## config.mk

```make
export PLATFORM = sky130hd
export DESIGN_NAME = bus_arb
export DESIGN_NICKNAME = d
export VERILOG_FILES = /design/src/rtl/bus_arb.sv
export SDC_FILE = /design/constraint.sdc
export NUM_CORES = 1
export LEC_CHECK = 0
export ABC_AREA = 1
export BUFFER_PORTS_ARGS = -buffer_cell sky130_fd_sc_hd__buf_2
export CAP_MARGIN = 20
export CORE_MARGIN = 4
export CORE_UTILIZATION = 54
export DETAILED_ROUTE_END_ITERATION = 8
export HOLD_SLACK_MARGIN = 0.06
export PLACE_DENSITY_LB_ADDON = 0.1
export SLEW_MARGIN = 15
export SYNTH_ARGS = -nofsm -noshare
export SYNTH_HDL_FRONTEND = slang
export SYNTH_SLANG_ARGS = --single-unit
```

## constraint.sdc

```tcl
create_clock -name clk -period 3 [get_ports clk]
set_input_delay 0.3 -clock clk [delete_from_list [all_inputs] [get_ports clk]]
set_output_delay 0.3 -clock clk [all_outputs]
set_load 0.05 [all_outputs]
```

## src/rtl/bus_arb.sv

```systemverilog
// Four-master round-robin burst arbiter: one ARB clock per decision, bursts of up to 15 beats.
// Optional per-master wait monitor with starvation flags is enabled by defining BUS_ARB_WAIT_MON_EN.
module bus_arb #(
   parameter int NM         = 4,
   parameter int STARVE_LIM = 48
) (
   input  logic            clk,
   input  logic            rst,
   input  logic [4*NM-1:0] req,
   input  logic [NM-1:0]   xfr,
   output logic [NM-1:0]   grant,
   output logic [1:0]      owner,
   output logic            busy
`ifdef BUS_ARB_WAIT_MON_EN
   ,
   output logic [NM-1:0]   starve
`endif
);

   if (NM != 4 || STARVE_LIM < 1) begin : g_cfg_err
      $error("bus_arb supports NM=4 and STARVE_LIM>=1 only");
   end

   typedef enum logic [1:0] {
      S_IDLE  = 2'd0,
      S_ARB   = 2'd1,
      S_BURST = 2'd2
   } state_t;

   state_t     r_state, w_state_next;
   logic [1:0] r_owner, w_owner_next;
   logic [1:0] r_last, w_last_next;
   logic [3:0] r_cnt, w_cnt_next;
   logic [1:0] w_win;
   logic       w_win_vld;
   logic [3:0] w_req_win;
   logic       w_any;

   assign w_any = |xfr;

   // Descending scan so the lowest offset from last owner (highest priority) is written last.
   always_comb begin
      w_win     = 2'd0;
      w_win_vld = 1'b0;
      for (int k = NM; k >= 1; k--) begin
         if (xfr[2'(r_last + 2'(k))]) begin
            w_win     = 2'(r_last + 2'(k));
            w_win_vld = 1'b1;
         end
      end
   end

   assign w_req_win = req[{w_win, 2'b00} +: 4];

   always_comb begin
      w_state_next = r_state;
      w_owner_next = r_owner;
      w_last_next  = r_last;
      w_cnt_next   = r_cnt;
      grant        = '0;
      case (r_state)
         S_IDLE: begin
            if (w_any) w_state_next = S_ARB;
         end
         S_ARB: begin
            if (w_win_vld) begin
               w_state_next = S_BURST;
               w_owner_next = w_win;
               w_last_next  = w_win;
               w_cnt_next   = (w_req_win == 4'd0) ? 4'd1 : w_req_win;
            end else begin
               w_state_next = S_IDLE;
            end
         end
         S_BURST: begin
            grant[r_owner] = xfr[r_owner];
            if (!xfr[r_owner]) begin
               // Owner abandoned the burst: no beat this clock.
               w_state_next = w_any ? S_ARB : S_IDLE;
            end else begin
               w_cnt_next = r_cnt - 4'd1;
               if (r_cnt == 4'd1) w_state_next = w_any ? S_ARB : S_IDLE;
            end
         end
         default: w_state_next = S_IDLE;
      endcase
   end

   always_ff @(posedge clk or negedge rst) begin
      if (!rst) begin
         r_state <= S_IDLE;
         r_owner <= 2'd0;
         r_last  <= 2'd3;
         r_cnt   <= 4'd0;
      end else begin
         r_state <= w_state_next;
         r_owner <= w_owner_next;
         r_last  <= w_last_next;
         r_cnt   <= w_cnt_next;
      end
   end

   assign busy  = (r_state == S_BURST);
   assign owner = busy ? r_owner : 2'd0;

`ifdef BUS_ARB_WAIT_MON_EN
   for (genvar gi = 0; gi < NM; gi++) begin : g_wait
      logic [7:0] r_wait, w_wait_next;
      logic       r_starve;

      always_comb begin
         w_wait_next = 8'd0;
         if (xfr[gi] && !grant[gi])
            w_wait_next = (r_wait == 8'hFF) ? 8'hFF : r_wait + 8'd1;
      end

      always_ff @(posedge clk or negedge rst) begin
         if (!rst) begin
            r_wait   <= 8'd0;
            r_starve <= 1'b0;
         end else begin
            r_wait   <= w_wait_next;
            r_starve <= (int'(w_wait_next) >= STARVE_LIM);
         end
      end

      assign starve[gi] = r_starve;
   end
`endif

endmodule

```

### Word-level counts from Yosys, hierarchy flattened

Index checks and enable logic that the tools add are counted.

* register bits after elaboration: 10
* output and inout port bits: 7
* word-level logic and storage cells: 63

* add/sub/neg operators: 4
* magnitude comparators: 6
* equal/unequal tests: 7
* shifts and indexed selects: 1
* mux-type cells: 32
* bitwise gates (word level): 1
* reductions and logical operators: 8

Operator list (count)
* 2-bit two-way mux: 9
* 4-bit two-way mux: 4
* 16-bit by 5-bit indexed part select with 4-bit output: 1
* 2-bit by 3-bit < comparator with 1-bit output, second input constant: 5
* 1-bit two-way mux: 11
* 1-bit binary-select mux with 2-bit select: 5
* 4-bit case mux with 2 select lines: 1
* 2-bit case mux with 3 select lines: 1
* 2-bit adder, second input constant: 2
* 4-bit AND: 1
* 4-bit by 1-bit equality test with 1-bit output, second input constant: 1
* 4-bit logical NOT: 1
* 2-bit inequality test, second input constant: 2
* 2-bit AND reduction: 2
* 4-bit OR reduction: 1
* 4-bit by 1-bit subtractor with 4-bit output, second input constant: 1
* 3-bit by 2-bit inequality test with 1-bit output, second input constant: 1
* 3-bit AND reduction: 1
* 2-bit by 1-bit adder with 2-bit output, second input constant: 1
* 1-bit demux with 2-bit select: 1
* 2-bit by 1-bit equality test with 1-bit output, second input constant: 1
* 2-bit equality test, second input constant: 1
* 2-bit by 1-bit >= comparator with 1-bit output, second input constant: 1
* 2-bit logical NOT: 1
* 3 further kinds: 3

### Longest topological paths before layout

Gate-level depths: netlist (run 1).

* word-level depth: 11
* depth in mapped cells: 17
* depth with buffers taken out: 16

### Worst setup path before layout (run 1)

OpenSTA, ideal clock, no wires.

* path kind: flip-flop to output port
* start: register r_state[0]
* end: output port grant[0]
* arrival: 2.992 ns
* slack: -0.292 ns
* stages on the path, launching flop included: 6
* path buffers: 1
* cells stage by stage: dfrtp_1 > inv_1 > ha_1 > clkbuf_1 > clkinv_1 > nor4_1

* cells in the longest elaborated chain, start to end: 2

RTL lines
* start: declaration: RTL line 30 `state_t r_state, w_state_next;`
* start signal: assignment: RTL line 96 `r_state <= w_state_next;`
* 2-bit equality test
* via busy: RTL line 13 `output logic busy`
* 4-bit two-way mux: RTL line 61 `case (r_state)`
* end: declaration: RTL line 11 `output logic [NM-1:0] grant,`

The timed path passes the listed nets, and every way through them passes these cells.

### Worst setup path after layout (run 1)

* start: register r_state[0]
* end: output port grant[0]

* cells in the longest elaborated chain, start to end: 2

RTL lines (RTL line)
* 2-bit equality test: 61
* 4-bit two-way mux: 61

No other way between the ends.

==> results of run 1 <==
## cell usage in the layout, fill, tap and decap left out, drive strengths merged
cell and instances:
o31ai 2, buf 28, dlygate4sd3 1, inv 27
nand3b 1, dfrtp 8, o22ai 2, nor4 2
a21oi 4, or2 1, nand3 28, clkinv 2
nand4 1, and2 1, clkbuf 4, nor2 9
nand2 57, ha 6, dfstp 2, xnor2 1
o21ai 9
## kinds of logic after synthesis
group	Yosys count
flip-flops	10
AND/OR/NAND/NOR	100
buffers and inverters	31
AO/OA/AOI/OAI	17
XOR/XNOR	1
adder cells (fa/ha/maj)	6
## worst min path at each step
stage / to / slack (ns) / from / depth (start not counted)
2_1_floorplan: r_cnt[0] / 0.004 / rst / 0
3_3_place_gp: r_state[1] / 0.17 / rst / 1
3_5_place_dp: r_state[1] / 0.18 / rst / 1
4_1_cts: r_cnt[2] / 0.41 / rst / 2
5_1_grt: r_cnt[2] / 0.44 / rst / 2
6_report: r_cnt[2] / 0.42 / rst / 2
## layout make-up
| cell class | count | area [µm²] |
|---|---|---|
| multi-input combinational | 124 | 707 |
| fill | 169 | 528 |
| sequential | 10 | 253 |
| timing repair buffer | 29 | 150 |
| inverter | 29 | 115 |
| clock buffer | 4 | 36.3 |
| tap | 25 | 31.3 |
## power groups by stage
stage / registers [µW] / logic [µW] / clock network (µW)
6_report: 318 / 1200 / 125
5_1_grt: 330 / 1360 / 136
3_5_place_dp: 318 / 1200 / 0
4_1_cts: 317 / 1200 / 128
3_3_place_gp: 313 / 1170 / 0
2_1_floorplan: 271 / 1040 / 0
## per-layer routing
| metal | share of wire | GRT usage | wire length, µm |
|---|---|---|---|
| met3 | 0.038 | 0.0199 | 97 |
| met2 | 0.50 | 0.349 | 1260 |
| met1 | 0.44 | 0.261 | 1110 |
| met5 | 0 | 0 | 0 |
| met4 | 0.027 | 0.136 | 68 |
## registers in the layout, indices dropped and copies added, names as in the netlist
name	flops
r_owner	2
r_state	2
r_cnt	4
r_last	2
## per-stage QoR
stage | instance area, µm² | hold slack, ns
floorplan | 1090 | 0.00441
global placement | 1250 | 0.175
detailed placement | 1250 | 0.176
CTS | 1290 | 0.408
global route | 1290 | 0.443
finish | 1290 | 0.416
==> results.sh, run 1 <==
export IMPL_fin_crit_sh=0.794
export IMPL_synth_area_per_cell_um2=6.57
export IMPL_hold_buffers=1
export IMPL_finalHoldViolCount=0
export IMPL_initial_core_util=0.595
export IMPL_die_x_um=52.8
export IMPL_irDropWorstVdd_v=0.000705
export IMPL_worst_path_max_delay_cell="dfrtp_1"
export IMPL_ys_warn_count=0
export IMPL_die_area_um2=2790
export IMPL_grt_pass1_vias=1071
export IMPL_routed_wl_mm=2.53
export IMPL_crit_fanout=10
export IMPL_wire_per_inst_um=11.5
export IMPL_end_kind="output pin"
export IMPL_r2r_setup_slack_ns=0.98
export IMPL_ys_seq_elements=10
export IMPL_cts_root_buf="clkbuf_4"
export IMPL_finalSetupTns_ns=0
export IMPL_hold_path_class="in2async"
export IMPL_core_area_um2=1820
export IMPL_syn_num_nets=193
export IMPL_netSwitchingFraction=0.564
export IMPL_synth_edf_count=0
export IMPL_synth_top_family_by_area="simple AND/OR/NAND/NOR gates"
export IMPL_syn_to_final_growth_pct=19.3
export IMPL_reg2regPathDepth=15
export IMPL_synthArstFlopShare=1.00
export IMPL_synth_distinct_cells=30
export IMPL_stdcell_count=221
export IMPL_dp_slack_ns=0.938
export IMPL_cts_sinks=10
export IMPL_critPathArrivalTime_ns=2.08
export IMPL_drc=0
export IMPL_grt_pass1_wl_mm=4.33
export IMPL_syn_inst=165
export IMPL_leakage_uw=0.000734
export IMPL_p_total_uw=1640
export IMPL_max_cap_violations=0
export IMPL_rr_startpoint="r_last[0]"
export IMPL_rsz0062_at_grt="false"
export IMPL_h_tree_depth=1
export IMPL_cts_buffers=3
export IMPL_yosys_area_share_adder=0.0693
export IMPL_path_cells="inv_1, ha_1, clkinv_1, nor4_2, buf_2"
export IMPL_tightestPinTransition_ns=0.544
export IMPL_crit_path_start="r_state[0]"
export IMPL_fin_ws_ns=0.619
export IMPL_nets=225
export IMPL_r2r_end="r_cnt[0]"
export IMPL_cp_top_family="buffers and inverters"
export IMPL_vias_per_cell=5.09
export IMPL_maxSlewViolCount=0
export IMPL_yosys_top_cells_area="dfrtp_1 18%, nand2_1 14%, nand3_1 12%, inv_1 8.3%, nand2_2 7.5%"
export IMPL_diodes=0
export IMPL_num_vias=1124
export IMPL_crit_buf_inv=3
export IMPL_ys_seq_area_frac=0.233
export IMPL_first_iter_violations=20
export IMPL_utilization=0.710
export IMPL_power_frac_clock=0.076
export IMPL_muxShareOfSynthArea=0
export IMPL_combPwrFrac=0.730
export IMPL_synth_flop_cell="dfrtp_1"
export IMPL_post_cts_buffers=0
export IMPL_internal_power_uw=714
export IMPL_p_switching_uw=925
export IMPL_clk_pin_slew_ns=0.07
export IMPL_clock_path_buffers=2
export IMPL_synth_top_area_share=0.185
export IMPL_finalSetupViolCount=0
export IMPL_ant_nets=0
export IMPL_fin_skew_ns=0.00188
export IMPL_power_density_nw_per_um2=1270
export IMPL_netlist_area_um2=1080
export IMPL_placed_cells=216
export IMPL_synth_compound_area_frac=0.0889
export IMPL_startpoint_type="register"
export IMPL_synth_common_cells="40 x nand2_1, 25 x nand3_1, 24 x inv_1, 13 x nand2_2, 9 x nor2_1"
export IMPL_criticalPathCategory="reg2out"
export IMPL_synth_simple_gate_area_frac=0.480
export IMPL_dp_hpwl_mm=2.11
export IMPL_clock_latency_ns=0.28
export IMPL_firstDrtPassIters=4
export IMPL_drive_above_1_share=0.306
export IMPL_grt_overflow=0
export IMPL_row_count=15
export IMPL_gp_congestion=0.915
export IMPL_synth_xor_area_frac=0.00808
export IMPL_finalCriticalPeriod_ns=2.38
export IMPL_die_h_um=52.8
export IMPL_ioPinCount=29
export IMPL_synth_most_common_cell="nand2_1"
export IMPL_max_stage_delay_ns=0.40
export IMPL_status="finished clean"
export IMPL_max_freq_ghz=0.420
export IMPL_sequentialPowerShare=0.194
export IMPL_cp_data_required_time_ns=2.70
export IMPL_io_buffer_count=28
export IMPL_synth_top_area_cell="dfrtp_1"
export IMPL_critical_path_depth=5
export IMPL_cts_repair_resized=0
export IMPL_grt_max_degree=11
export IMPL_antenna_found_initial=0
export IMPL_slew_headroom=0.634
export IMPL_cts_tree="built"
export IMPL_grt_usage=0.212
export IMPL_cp_endpoint="grant[0]"
Note: power is estimated with default switching activity, not from simulation.
==> run 2: changes to the inputs <==
--- a/config.mk
+++ b/config.mk
@@ -5,11 +5,11 @@
 export SDC_FILE = /design/constraint.sdc
 export NUM_CORES = 1
 export LEC_CHECK = 0
-export ABC_AREA = 1
+export ABC_AREA = 0
 export BUFFER_PORTS_ARGS = -buffer_cell sky130_fd_sc_hd__buf_2
 export CAP_MARGIN = 20
 export CORE_MARGIN = 4
-export CORE_UTILIZATION = 54
+export CORE_UTILIZATION = 50
 export DETAILED_ROUTE_END_ITERATION = 8
 export HOLD_SLACK_MARGIN = 0.06
 export PLACE_DENSITY_LB_ADDON = 0.1
==> constraint.sdc (replaced) <==
create_clock -name clk -period 2.25 [get_ports clk]
set_input_delay 0.225 -clock clk [delete_from_list [all_inputs] [get_ports clk]]
set_output_delay 0.225 -clock clk [all_outputs]
set_load 0.05 [all_outputs]
==> results.sh, run 2 <==
export IMPL_status="finished clean"
export IMPL_max_freq_ghz=0.515
export IMPL_slew_headroom=0.611
export IMPL_p_total_uw=1480
export IMPL_cts_sinks=10
export IMPL_cts_tree="built"
export IMPL_maxSlewViolCount=0
export IMPL_clk_pin_slew_ns=0.07
export IMPL_die_x_um=51.8
export IMPL_crit_buf_inv=0
export IMPL_rsz0062_at_grt="false"
export IMPL_nets=164
export IMPL_h_tree_depth=1
export IMPL_final_common_cell="buf_2"
export IMPL_largest_reg_flops=4
export IMPL_grtUsageMet3=0.0745
export IMPL_max_stage_delay_ns=0.58
export IMPL_grt_busiest_layer="met2"
export IMPL_finalCriticalPeriod_ns=1.94
export IMPL_use_met1=0.225
export IMPL_fin_skew_ns=0.00103
export IMPL_ys_warn_count=0
export IMPL_yosys_top_cells_area="dfrtp_1 21%, ha_1 7.8%, mux2i_1 7.3%, dfstp_2 5.5%, o221a_2 4.7%"
export IMPL_initial_core_util=0.543
export IMPL_grt_usage=0.191
export IMPL_clock_latency_ns=0.26
export IMPL_grt_max_degree=11
export IMPL_leakage_uw=0.000563
export IMPL_syn_num_nets=133
export IMPL_clock_path_buffers=2
export IMPL_crit_path_start="r_last[1]"
export IMPL_finalSetupTns_ns=0
export IMPL_critPathArrivalTime_ns=2.09
export IMPL_synthArstFlopShare=1.00
export IMPL_syn_to_final_growth_pct=21.4
export IMPL_dp_slack_ns=0.323
export IMPL_dp_hpwl_mm=1.81
export IMPL_criticalPathCategory="reg2reg"
export IMPL_syn_inst=105
export IMPL_cp_top_family="compound AO/OA/AOI/OAI gates"
export IMPL_grt_pass1_vias=934
export IMPL_first_iter_violations=18
export IMPL_cts_root_buf="clkbuf_4"
export IMPL_utilization=0.660
export IMPL_ys_seq_area_frac=0.264
export IMPL_crit_fanout=7
export IMPL_gp_congestion=0.810
export IMPL_use_met2=0.333
export IMPL_row_count=15
export IMPL_antenna_found_initial=0
export IMPL_num_vias=932
export IMPL_die_h_um=51.8
export IMPL_fin_crit_sh=0.864
export IMPL_synth_flop_cell="dfrtp_1"
export IMPL_max_cap_violations=0
export IMPL_synth_top_area_share=0.209
export IMPL_synth_area_per_cell_um2=9.13
export IMPL_tightestPinTransition_ns=0.583
export IMPL_rr_startpoint="r_last[1]"
export IMPL_routed_wl_mm=2.31
export IMPL_ioPinCount=29
export IMPL_finalSetupViolCount=0
export IMPL_cp_data_required_time_ns=2.40
export IMPL_synth_top_area_cell="dfrtp_1"
export IMPL_path_cells="and3b_1, o31a_1, mux2i_1, mux2i_1, o221a_2"
export IMPL_ant_nets=0
export IMPL_worst_path_max_delay_cell="dfstp_2"
export IMPL_synth_edf_count=0
export IMPL_drc=0
export IMPL_io_buffer_count=28
export IMPL_diodes=0
export IMPL_die_area_um2=2680
export IMPL_cp_common_cell="mux2i_1"
export IMPL_fin_ws_ns=0.307
export IMPL_drive_above_1_share=0.363
export IMPL_irDropWorstVdd_v=0.000795
export IMPL_grt_overflow=0
export IMPL_ys_seq_elements=10
export IMPL_power_density_nw_per_um2=1270
export IMPL_vias_per_cell=5.83
export IMPL_grt_pass1_wl_mm=3.91
export IMPL_startpoint_type="register"
export IMPL_layout_common_cells="28 x buf_2, 8 x inv_1, 8 x nand2_1, 8 x dfrtp_1"
export IMPL_synth_common_cells="8 x dfrtp_1, 8 x inv_1, 8 x nand2_1, 7 x mux2i_1, 7 x nor2_1"
export IMPL_wire_per_inst_um=14.4
export IMPL_top_register="r_cnt"
export IMPL_finalHoldViolCount=0
export IMPL_cts_repair_resized=0
export IMPL_netlist_area_um2=958
export IMPL_core_area_um2=1760
export IMPL_cts_buffers=3
export IMPL_firstDrtPassIters=4
export IMPL_end_kind="register"
export IMPL_synth_distinct_cells=48
export IMPL_hold_path_class="in2async"
==> run 2: final timing paths <==
check | endpoint | slack, ns | depth (start not counted)
setup / recovery | r_cnt[2] | 0.31 | 5
hold / removal | r_cnt[1] | 0.35 | 2
max in group asynchronous | r_last[1] | 1.64 | 2
min in group clk | r_cnt[0] | 0.40 | 4
setup reg to reg | r_cnt[2] | 0.31 | 5
hold reg to reg | r_last[1] | 0.58 | 1
==> run 2: cells by family after synthesis <==
logic type | Yosys count | synth area share
buf+inv | 11 | 0.0587
flops | 10 | 0.264
compound gates | 36 | 0.291
fa+ha+maj | 6 | 0.0783
simple gates | 32 | 0.188
mux | 10 | 0.120
==> run 2: final cells by class <==
type                       instances  area (µm²)
multi-input combinational         84         663
fill                             160         601
sequential                        10         253
timing repair buffer              29         150
clock buffer                       4        36.3
tap                               25        31.3
inverter                           8        30.0
==> run 2: what timing repair did <==
item | CTS | global route
buffers inserted | 0 | 0
hold buffers | 1 | 0
endpoints found under the hold margin | 10 | 0
==> run 2: where the power goes <==
group	leakage (µW)	switching, µW	internal, µW	total [µW]
Sequential	0.000115	109	290	399
Clock	0.0000210	60.9	98.2	159
Combinational	0.000427	508	412	920
Total	0.000563	678	800	1480
==> run 2: metrics by stage <==
step | hold WS (ns) | area, µm² | cells
after CTS | 0.356 | 1160 | 160
after detailed placement | 0.0986 | 1120 | 155
after floorplan | -0.0706 | 972 | 105
after global routing | 0.356 | 1160 | 160
after global placement | 0.0968 | 1120 | 155
final | 0.350 | 1160 | 160
==> run 2: layer usage <==
layer	up-vias	part of all wire
met3	2	0.071
li1	467	-
met4	0	0.0052
met2	32	0.47
met5	-	0
met1	431	0.45
==> run 3: changes to the inputs <==
==> constraint.sdc (replaced) <==
create_clock -name clk -period 2.25 [get_ports clk]
set_input_delay 0.45 -clock clk [delete_from_list [all_inputs] [get_ports clk]]
set_output_delay 0.45 -clock clk [all_outputs]
set_load 0.05 [all_outputs]
==> results.sh, run 3 (same netlist as run 2, synthesis figures left out) <==
export IMPL_maxSlewViolCount=0
export IMPL_row_count=15
export IMPL_gp_congestion=0.841
export IMPL_diodes=0
export IMPL_slew_headroom=0.652
export IMPL_die_area_um2=2680
export IMPL_hold_path_class="in2async"
export IMPL_cts_buffers=3
export IMPL_grt_overflow=0
export IMPL_largest_reg_flops=4
export IMPL_dp_slack_ns=0.216
export IMPL_power_density_nw_per_um2=1270
export IMPL_reg2regPathDepth=5
export IMPL_first_iter_violations=12
export IMPL_ant_nets=0
export IMPL_routed_wl_mm=2.24
export IMPL_clock_latency_ns=0.26
export IMPL_layout_common_cells="28 x buf_2, 8 x inv_1, 8 x nand2_1, 8 x dfrtp_1"
export IMPL_max_freq_ghz=0.468
export IMPL_max_cap_violations=0
export IMPL_fin_crit_sh=0.950
export IMPL_h_tree_depth=1
export IMPL_cts_sinks=10
export IMPL_die_h_um=51.8
export IMPL_fin_ws_ns=0.112
export IMPL_p_total_uw=1480
export IMPL_top_register="r_cnt"
export IMPL_crit_fanout=10
export IMPL_end_kind="output pin"
export IMPL_wire_per_inst_um=14.0
export IMPL_startpoint_type="register"
export IMPL_dp_hpwl_mm=1.80
export IMPL_criticalPathCategory="reg2out"
export IMPL_ioPinCount=29
export IMPL_antenna_found_initial=0
export IMPL_initial_core_util=0.543
export IMPL_fin_skew_ns=0.00432
export IMPL_clock_path_buffers=2
export IMPL_rsz0062_at_grt="false"
export IMPL_critPathArrivalTime_ns=1.69
export IMPL_irDropWorstVdd_v=0.000787
export IMPL_drive_above_1_share=0.378
export IMPL_leakage_uw=0.000563
export IMPL_finalCriticalPeriod_ns=2.14
export IMPL_num_vias=921
export IMPL_finalHoldViolCount=0
export IMPL_grt_max_degree=11
export IMPL_die_x_um=51.8
export IMPL_cts_tree="built"
export IMPL_nets=164
export IMPL_cts_root_buf="clkbuf_4"
export IMPL_post_cts_buffers=0
export IMPL_final_common_cell="buf_2"
export IMPL_firstDrtPassIters=4
export IMPL_stdcell_count=160
export IMPL_finalSetupViolCount=0
export IMPL_grt_pass1_wl_mm=3.93
export IMPL_syn_to_final_growth_pct=21.7
export IMPL_vias_per_cell=5.76
export IMPL_core_area_um2=1760
export IMPL_io_buffer_count=28
export IMPL_clk_pin_slew_ns=0.07
export IMPL_placed_cells=155
export IMPL_finalSetupTns_ns=0
export IMPL_grt_pass1_vias=921
export IMPL_grt_usage=0.189
export IMPL_status="finished clean"
export IMPL_tightestPinTransition_ns=0.520
export IMPL_drc=0
export IMPL_cp_data_required_time_ns=1.80
-- run 3: path summary, 6_finish.rpt --
kind | startpoint | end | slack (ns)
setup / recovery | r_state[0] | grant[1] | 0.11
hold / removal | rst | r_owner[0] | 0.57
setup reg to reg | r_last[1] | r_cnt[2] | 0.31
hold reg to reg | r_last[1] | r_last[1] | 0.60
max in group asynchronous | rst | r_last[0] | 1.43
min in group clk | r_last[1] | r_last[1] | 0.60
-- run 3: through the flow --
step / cell area [µm²] / utilization / hold slack (ns)
after floorplan: 975 / - / 0.154
after global placement: 1120 / 0.635 / 0.327
after detailed placement: 1120 / 0.635 / 0.323
after CTS: 1170 / 0.661 / 0.577
after global routing: 1170 / 0.661 / 0.597
final: 1170 / 0.661 / 0.568
-- run 3: repair_timing --
item	4_1_cts	5_1_grt
hold buffers	1	0
gates resized for setup	0	0
hold endpoints to repair	8	0
-- run 3: power by group --
group / switching, µW / total, µW / internal (µW)
clock: 65.8 / 164 / 98.2
combinational: 502 / 915 / 413
sequential: 112 / 402 / 290
-- run 3: critical path, cell delays in order (launching register included) --
cell	delay (ns)
dfrtp_1	0.40
inv_1	0.11
ha_2	0.30
and2_2	0.19
and3b_2	0.16
buf_2	0.25
-- run 3: per-layer routing --
metal  GRT usage  vias up  routed length [µm]
met4      0.0218        0                   0
met1       0.230      433                1040
li1            -      467                   -
met3      0.0544        0                 109
met2       0.339       21                1090
met5           0        -                   0
-- run 3: area by class of cell --
cell class / instances / area, µm²
multi-input cells: 84 / 666
fillers: 163 / 598
flip-flops and latches: 10 / 253
inverters: 8 / 30.0
repair buffers: 29 / 150
clock buffers: 4 / 36.3
well taps: 25 / 31.3
